==> src/rtl/jamma_pkg.sv <==
// ---------------------------------------------------------------------------
// jamma_pkg
// Shared definitions for the JAMMA joystick scanner.
//   - JAMMA bit positions inside one player's input byte
//   - JOY_RELEASED : the all-released (all ones, active low) byte
//   - clog2        : constant-evaluable ceil(log2()) for sizing counters
// ---------------------------------------------------------------------------
package jamma_pkg;

    localparam int UP         = 0;
    localparam int DOWN       = 1;
    localparam int LEFT       = 2;
    localparam int RIGHT      = 3;
    localparam int B1         = 4;
    localparam int B2         = 5;
    localparam int COIN_START = 6;
    localparam int PLAYER     = 7;

    localparam logic [7:0] JOY_RELEASED = 8'hFF;

    // Returns the number of bits needed to hold values 0..value-1.
    // clog2(1) = 0, so callers that need a real register clamp to 1.
    function automatic int clog2(input int value);
        int result;
        result = 0;
        for (int i = 0; i < 31; i++) begin
            if ((1 << i) < value) begin
                result = i + 1;
            end
        end
        return result;
    endfunction

endpackage

==> src/rtl/jamma_joy_scanner_debounce.sv <==
// ---------------------------------------------------------------------------
// joy_debounce
// Scan-based debouncer for one player's input byte. Only evaluates when
// sample_en_i is high (once per frame, in that player's slot). The output
// follows raw_i only after DEBOUNCE further identical samples; DEBOUNCE = 0
// makes it a registered pass-through.
// Ports:
//   clk, reset_n  : clock, asynchronous active-low reset
//   sample_en_i   : this player's sample strobe
//   raw_i         : merged raw sample (active low)
//   out_o         : debounced state (active low, resets to released)
// ---------------------------------------------------------------------------
module joy_debounce
    import jamma_pkg::*;
#(
    parameter int JOY_W    = 8,
    parameter int DEBOUNCE = 2
) (
    input  logic             clk,
    input  logic             reset_n,
    input  logic             sample_en_i,
    input  logic [JOY_W-1:0] raw_i,
    output logic [JOY_W-1:0] out_o
);

    localparam int CNT_W = (clog2(DEBOUNCE + 1) < 1) ? 1 : clog2(DEBOUNCE + 1);
    localparam logic [CNT_W-1:0] CNT_MAX = CNT_W'(DEBOUNCE);

    logic [JOY_W-1:0] last_raw_q, last_raw_d;
    logic [CNT_W-1:0] stable_cnt_q, stable_cnt_d;
    logic [JOY_W-1:0] out_q, out_d;
    logic [CNT_W-1:0] cnt_step;

    // A changed sample restarts the stability count; an identical one
    // advances it, saturating at CNT_MAX. The output is (re)loaded whenever
    // the resulting count equals CNT_MAX, which also covers DEBOUNCE = 0
    // where the count is always zero.
    always_comb begin
        last_raw_d   = last_raw_q;
        stable_cnt_d = stable_cnt_q;
        out_d        = out_q;
        cnt_step     = stable_cnt_q;
        if (raw_i != last_raw_q) begin
            cnt_step = '0;
        end else if (stable_cnt_q != CNT_MAX) begin
            cnt_step = stable_cnt_q + 1'b1;
        end
        if (sample_en_i) begin
            last_raw_d   = raw_i;
            stable_cnt_d = cnt_step;
            if (cnt_step == CNT_MAX) begin
                out_d = raw_i;
            end
        end
    end

    always_ff @(posedge clk or negedge reset_n) begin
        if (!reset_n) begin
            last_raw_q   <= '1;
            stable_cnt_q <= '0;
            out_q        <= '1;
        end else begin
            last_raw_q   <= last_raw_d;
            stable_cnt_q <= stable_cnt_d;
            out_q        <= out_d;
        end
    end

    assign out_o = out_q;

endmodule

==> src/rtl/jamma_joy_scanner.sv <==
// ---------------------------------------------------------------------------
// jamma_joy_scanner
// Time-multiplexed JAMMA joystick scanner. Each player owns a slot of
// SCAN_DIV cycles; jselect selects that player on the external mux, the
// shared bus is synchronised, sampled SETTLE cycles into the slot, and fed
// to that player's debouncer. Player 0 is merged with the onboard joystick.
// Ports:
//   clk, reset_n : clock, asynchronous active-low reset
//   joy_in       : shared connector bus (active low, asynchronous)
//   local_joy    : onboard joystick (active low), ANDed into player 0
//   jselect      : player select to the external multiplexer
//   joy_out      : debounced state, player p at [p*JOY_W +: JOY_W]
//   frame_done   : one-cycle pulse with the last player's update
// ---------------------------------------------------------------------------
module jamma_joy_scanner
    import jamma_pkg::*;
#(
    parameter int NUM_PLAYERS = 2,
    parameter int JOY_W       = 8,
    parameter int SCAN_DIV    = 64,
    parameter int SETTLE      = 8,
    parameter int DEBOUNCE    = 2,
    localparam int SEL_W      = (clog2(NUM_PLAYERS) < 1) ? 1 : clog2(NUM_PLAYERS)
) (
    input  logic                         clk,
    input  logic                         reset_n,
    input  logic [JOY_W-1:0]             joy_in,
    input  logic [JOY_W-1:0]             local_joy,
    output logic [SEL_W-1:0]             jselect,
    output logic [NUM_PLAYERS*JOY_W-1:0] joy_out,
    output logic                         frame_done
);

    localparam int CNT_W = (clog2(SCAN_DIV) < 1) ? 1 : clog2(SCAN_DIV);
    localparam logic [CNT_W-1:0] LAST_SLOT   = CNT_W'(SCAN_DIV - 1);
    localparam logic [CNT_W-1:0] SAMPLE_SLOT = CNT_W'(SETTLE);
    localparam logic [SEL_W-1:0] LAST_PLAYER = SEL_W'(NUM_PLAYERS - 1);

    logic [JOY_W-1:0]       sync1_q, sync2_q;
    logic [CNT_W-1:0]       slot_cnt_q, slot_cnt_d;
    logic [SEL_W-1:0]       player_idx_q, player_idx_d;
    logic [SEL_W-1:0]       jselect_q, jselect_d;
    logic                   frame_done_q, frame_done_d;
    logic                   sample_now;
    logic [JOY_W-1:0]       raw;
    logic [NUM_PLAYERS-1:0] sample_en;

    // Slot/player sequencing. jselect is loaded only on the slot boundary,
    // so it is stable across the whole settle window and sample point.
    // frame_done is registered so it lines up with the registered update
    // of the last player's output.
    always_comb begin
        slot_cnt_d   = slot_cnt_q + 1'b1;
        player_idx_d = player_idx_q;
        jselect_d    = jselect_q;
        sample_now   = (slot_cnt_q == SAMPLE_SLOT);
        raw          = sync2_q;
        sample_en    = '0;
        if (slot_cnt_q == LAST_SLOT) begin
            slot_cnt_d   = '0;
            player_idx_d = (player_idx_q == LAST_PLAYER) ? '0 : player_idx_q + 1'b1;
            jselect_d    = player_idx_d;
        end
        if (player_idx_q == '0) begin
            raw = sync2_q & local_joy;
        end
        for (int p = 0; p < NUM_PLAYERS; p++) begin
            sample_en[p] = sample_now && (player_idx_q == SEL_W'(p));
        end
        frame_done_d = sample_now && (player_idx_q == LAST_PLAYER);
    end

    // Synchroniser resets to released so nothing looks pressed after reset.
    always_ff @(posedge clk or negedge reset_n) begin
        if (!reset_n) begin
            sync1_q      <= '1;
            sync2_q      <= '1;
            slot_cnt_q   <= '0;
            player_idx_q <= '0;
            jselect_q    <= '0;
            frame_done_q <= 1'b0;
        end else begin
            sync1_q      <= joy_in;
            sync2_q      <= sync1_q;
            slot_cnt_q   <= slot_cnt_d;
            player_idx_q <= player_idx_d;
            jselect_q    <= jselect_d;
            frame_done_q <= frame_done_d;
        end
    end

    for (genvar p = 0; p < NUM_PLAYERS; p++) begin : g_player
        joy_debounce #(
            .JOY_W    (JOY_W),
            .DEBOUNCE (DEBOUNCE)
        ) u_debounce (
            .clk         (clk),
            .reset_n     (reset_n),
            .sample_en_i (sample_en[p]),
            .raw_i       (raw),
            .out_o       (joy_out[p*JOY_W +: JOY_W])
        );
    end

    assign jselect    = jselect_q;
    assign frame_done = frame_done_q;

endmodule

==> config.mk <==
export PLATFORM = sky130hd
export DESIGN_NAME = jamma_joy_scanner
export DESIGN_NICKNAME = d
export VERILOG_FILES = /design/src/rtl/jamma_pkg.sv /design/src/rtl/jamma_joy_scanner_debounce.sv /design/src/rtl/jamma_joy_scanner.sv
export SDC_FILE = /design/constraint.sdc
export NUM_CORES = 1
export LEC_CHECK = 0
export CAP_MARGIN = 20
export CORE_MARGIN = 8
export CORE_UTILIZATION = 57
export DETAILED_ROUTE_END_ITERATION = 10
export GPL_TIMING_DRIVEN = 0
export HOLD_SLACK_MARGIN = 0.06
export PLACE_DENSITY = 0.94
export SLEW_MARGIN = 30
export SYNTH_ARGS = -nofsm -noshare
export SYNTH_HDL_FRONTEND = slang
export SYNTH_SLANG_ARGS = --single-unit
==> constraint.sdc <==
create_clock -name clk -period 4.8 [get_ports clk]
set_input_delay 0.48 -clock clk [delete_from_list [all_inputs] [get_ports clk]]
set_output_delay 0.48 -clock clk [all_outputs]
set_load 0.005 [all_outputs]
## Word-level counts from Yosys, hierarchy flattened

Cells that the tools add are included.

- $add $sub $neg: 4
- Multipliers: 0
- Div/mod/pow operators: 0
- Order comparisons: 0
- Eq/ne operators: 8
- Shifts and indexed selects: 0
- Muxes and demuxes: 7
- Bitwise logic cells: 2
- Reduce and logical (&&, ||, !) cells: 4

Operators with widths:

| operator | count |
|---|---|
| $ne 8x8->1 | 2 |
| $and 8x8->8 | 1 |
| $mux 2 | 4 |
| $mux 8 | 1 |
| $add 6x1->6 const B | 1 |
| $eq 6x4->1 const B | 1 |
| $eq 6x6->1 const B | 1 |
| $mux 6 | 1 |
| $add 2x1->2 const B | 2 |
| $eq 2x2->1 const B | 2 |
| $ne 2x2->1 const B | 2 |
| $reduce_and 2->1 | 2 |
| $logic_and 1x1->1 | 2 |
| $add 1x1->1 const B | 1 |
| $mux 1 | 1 |
| $not 1->1 | 1 |

- Register bits: 60
- Latch bits: 0
- Bits in writable memories: 0
- ROM bits: 0
- Input port bits: 18
- Memories kept: 0

## Logic depth before layout (Yosys ltp)

- Depth in word-level cells: 6
- Depth in mapped cells: 6
- Depth with buffers taken out: 6

## Hierarchy

From an unflattened synthesis, not the netlist that was laid out.

- Cells, all modules: 166
- Area, all modules: 2,478.6 sq um

By module, submodules not included:

| module | times used | cells an instance | area an instance (sq um) | seq. area each (sq um) |
|---|---|---|---|---|
| joy_debounce | 2 | 55 | 814.5 | 470.5 |
| jamma_joy_scanner | 1 | 56 | 849.6 | 620.6 |

## Worst setup path after synthesis

No wires, ideal clock.

- Path type: flip-flop to flip-flop
- Start point: reg, netlist name jselect
- End point: reg g_player[1].u_debounce.out_q[0]
- Setup time: 0.082 ns
- Data arrival time: 1.947 ns
- Data required time: 4.718 ns
- Slack: 2.771 ns
- Cell stages (with the launch flop): 7
- Buffers on the path: 1
- Period minus slack after synthesis: 2.029 ns
- Cell sequence: dfrtp_1 -> buf_6 -> o21a_1 -> xnor2_1 -> nand4_1 -> nor4b_4 -> mux2_2

RTL lines:

| what | line | source |
|---|---|---|
| end signal: assignment | jamma_joy_scanner_debounce.sv:65 | `out_q <= out_d;` |
| end: declaration | jamma_joy_scanner_debounce.sv:31 | `logic [JOY_W-1:0] out_q, out_d;` |

## Worst setup path in the final report

- Start point: in local_joy[3]
- End point: reg g_player[1].u_debounce.out_q[3]

- Longest elaborated chain between the ends: 6

Ends and longest elaborated chain:

| what | line | source |
|---|---|---|
| start: declaration | jamma_joy_scanner.sv:28 | `input logic [JOY_W-1:0] local_joy,` |
| $and 8x8->8 * | jamma_joy_scanner.sv:65 | `raw = sync2_q & local_joy;` |
| $mux 8 * | jamma_joy_scanner.sv:64 | `if (player_idx_q == '0) begin` |
| $ne 8x8->1 | jamma_joy_scanner_debounce.sv:43 | `if (raw_i != last_raw_q) begin` |
| $mux 2 | jamma_joy_scanner_debounce.sv:43 |  |
| $eq 2x2->1 | jamma_joy_scanner_debounce.sv:51 | `if (cnt_step == CNT_MAX) begin` |
| $reduce_and 2->1 (no line) | -- |  |

Every way passes the cells marked *; elsewhere a longest branch is shown, timed or not.
A chain may end at the register's enable or synchronous reset.

==> flow_summary.json <==
{
  "cts.sinks": 60,
  "gp_congestion": 0.754,
  "max-vdd-ir-drop_mv": 0.319,
  "row_count": 24,
  "min_path_type": "input pin to asynchronous set/reset pin",
  "cts-buffers-inserted": 9,
  "place_inst": 272,
  "wire_per_inst_um": 16.1,
  "drc": 0,
  "min_period_ns": 2.36,
  "synth-seq-cells": 60,
  "die_y_um": 81.9,
  "startpoint_type": "input pin",
  "p_per_area_mw_per_mm2": 318,
  "ys_top_cells_by_count": "dfstp_2 (48), nand2_1 (30), mux2_2 (24), xnor2_1 (17), dfrtp_1 (12)",
  "pre_cts_ws_ns": 2.07,
  "yosys.cell_count.top_type": "dfstp_2",
  "status": "completed",
  "syn_nets": 206,
  "ys.flop_type": "dfstp_2",
  "syn_inst": 184,
  "fillers": 289,
  "max_slew_margin_pct": 60.7,
  "total_power_mw": 0.980,
  "synth_edf_count": 0,
  "synthArstFlopShare_pct": 100,
  "die_w_um": 81.9,
  "cp.arrival_ns": 2.62,
  "dpl_cell_area_mm2": 0.00291,
  "rsz0062_at_grt": "false",
  "avgSynthCellArea_um2": 13.5,
  "switchingPower_mw": 0.214,
  "leakage_nw": 1.28,
  "finalSetupTns_ns": 0,
  "yosys.area.top_type": "dfstp_2",
  "cts_resized": 0,
  "stdcell_area_mm2": 0.00308,
  "track_usage_pct": 16.0,
  "initial_utilization_pct": 58.1,
  "grt_max_degree": 32,
  "drt_first_pass_iters": 4,
  "clockRootBuffer": "clkbuf_8",
  "clock_power_share_pct": 40.4,
  "yosys_warnings": 0,
  "required_ns": 5.06,
  "skew_ns": 0.00572,
  "hpwl_um": 3280,
  "diodes": 0,
  "port_buffers": 35,
  "p_sw_share_pct": 21.8,
  "grt_pass1_vias": 1677,
  "die_area_mm2": 0.00671,
  "routed_wl_um": 4630,
  "path_class": "input pin to register",
  "finalMaxSlewViolations": 0,
  "comb_power_share_pct": 5.4,
  "finalHoldViolations": 0,
  "avgViaCountPerCell": 5.27,
  "clk_latency_ns": 0.33,
  "fin_ws_ns": 2.44,
  "cp-end-kind": "register",
  "postCtsSetupBuffers": 0,
  "drive_gt1_share_pct": 38.6,
  "tightest_slew_ns": 0.587,
  "drt-initial-drc-count": 57,
  "path_max_fanout": 8,
  "yosysTopAreaCellShare_pct": 50.9,
  "htreeDepth": 3,
  "grt.overflow.total": 0,
  "fin_crit_sh_pct": 49.1,
  "yosysSeqAreaShare_pct": 63.0,
  "syn_area_mm2": 0.00248,
  "max_freq_mhz": 424,
  "ys_types": 24,
  "p_int_mw": 0.766,
  "netlist_top_cells_area": "dfstp_2 (51%), dfrtp_1 (12%), mux2_2 (11%)",
  "postRouteAntennaNets": 0,
  "coreArea_mm2": 0.00426,
  "vias": 1519,
  "grt_pass1_wl_um": 7870,
  "stdcell_count": 288,
  "path_clk_slew_ns": 0.06,
  "seq_power_share_pct": 54.1,
  "drv_cap": 0,
  "num_io_pins": 36,
  "fin_nets": 253,
  "cts_hold_buf": 0,
  "clk_path_buf_depth": 2,
  "area_growth_pct": 24.4,
  "setup_viol": 0,
  "cts_tree": "done",
  "grt_antenna_before_repair": 0
}
power groups by stage:
stage | clock [mW] | sequential [mW] | combinational [mW]
2_1_floorplan | 0 | 0.537 | 0.0237
3_3_place_gp | 0 | 0.537 | 0.0506
3_5_place_dp | 0 | 0.538 | 0.0538
4_1_cts | 0.407 | 0.531 | 0.0542
5_1_grt | 0.428 | 0.532 | 0.0587
6_report | 0.396 | 0.531 | 0.0532
final cells by class:
cell class | instances | area [µm²] | share of cell area (%)
sequential | 60 | 1560 | 50.6
multi-input combinational | 111 | 861 | 27.9
timing repair buffer | 36 | 368 | 11.9
clock buffer | 14 | 163 | 5.27
tap | 52 | 65.1 | 2.11
inverter | 10 | 37.5 | 1.22
buffer | 3 | 18.8 | 0.609
clock inverter | 2 | 10.0 | 0.325
final timing paths:
check                      cells after the start                     from  slack [ns]                                          end
setup reg to reg                               5  slot_cnt_q[2]$_DFF_PN0_        2.46  g_player[0].u_debounce.out_o[4]$_DFFE_PN1P_
hold / removal                                 1                  reset_n        0.07                         frame_done$_DFF_PN0_
max in group asynchronous                      2                  reset_n        4.18                         sync2_q[5]$_DFF_PN1_
setup / recovery                               6             local_joy[3]        2.44  g_player[1].u_debounce.out_o[3]$_DFFE_PN1P_
hold reg to reg                                0     sync1_q[5]$_DFF_PN1_        0.36                         sync2_q[5]$_DFF_PN1_
min in group clk                               0     sync1_q[5]$_DFF_PN1_        0.36                         sync2_q[5]$_DFF_PN1_
worst max-delay path, stage by stage:
cell and delay, ns:
clkdlybuf4s50_1 0.47, o21a_1 0.26, xnor2_1 0.16, nand4_1 0.23
nor4b_4 0.62, mux2_2 0.41
placed cells by master (no fill, tap or decap), types with 4 or more instances in the layout:
master / count
clkbuf_1: 5
clkbuf_8: 11
clkdlybuf4s50_1: 34
dfrtp_1: 12
dfstp_2: 48
ha_1: 4
inv_1: 9
mux2_2: 24
nand2_1: 30
nand3_1: 4
nor2_1: 5
o21a_1: 8
o41ai_1: 4
xnor2_1: 17
per-stage QoR:
stage,util (%),hold WS (ns)
floorplan,-,0.184
CTS,72.3,0.0632
global route,72.3,0.0770
detailed placement,68.3,0.347
finish,72.3,0.0655
global placement,67.9,0.345
cells by family (layout without fill, tap and decap cells):
| logic type | Yosys count | count (layout) | share of synthesized area, % |
|---|---|---|---|
| simple gates | 48 | 48 | 10.2 |
| compound gates | 15 | 15 | 4.54 |
| buf+inv | 13 | 65 | 2.27 |
| xor+xnor | 20 | 20 | 7.07 |
| flops | 60 | 60 | 63.0 |
| mux | 24 | 24 | 10.9 |
| fa+ha+maj | 4 | 4 | 2.02 |
state kept, by name (all words and copies together) (netlist names):
| register | cells |
|---|---|
| g_player.u_debounce.out_o | 16 |
| jselect | 1 |
| sync2_q | 8 |
| g_player.u_debounce.last_raw_q | 16 |
| g_player.u_debounce.stable_cnt_q | 4 |
| frame_done | 1 |
| sync1_q | 8 |
| slot_cnt_q | 6 |
metal layers:
metal  wire length (µm)  track usage, %  vias to the layer above
met2               2290            24.7                       37
met1               1970            18.6                      752
li1                   -               -                      717
met3                244            7.11                       13
met4                123            7.72                        0
met5                  0               0                        -
Note: power is estimated with default switching activity, not from simulation.
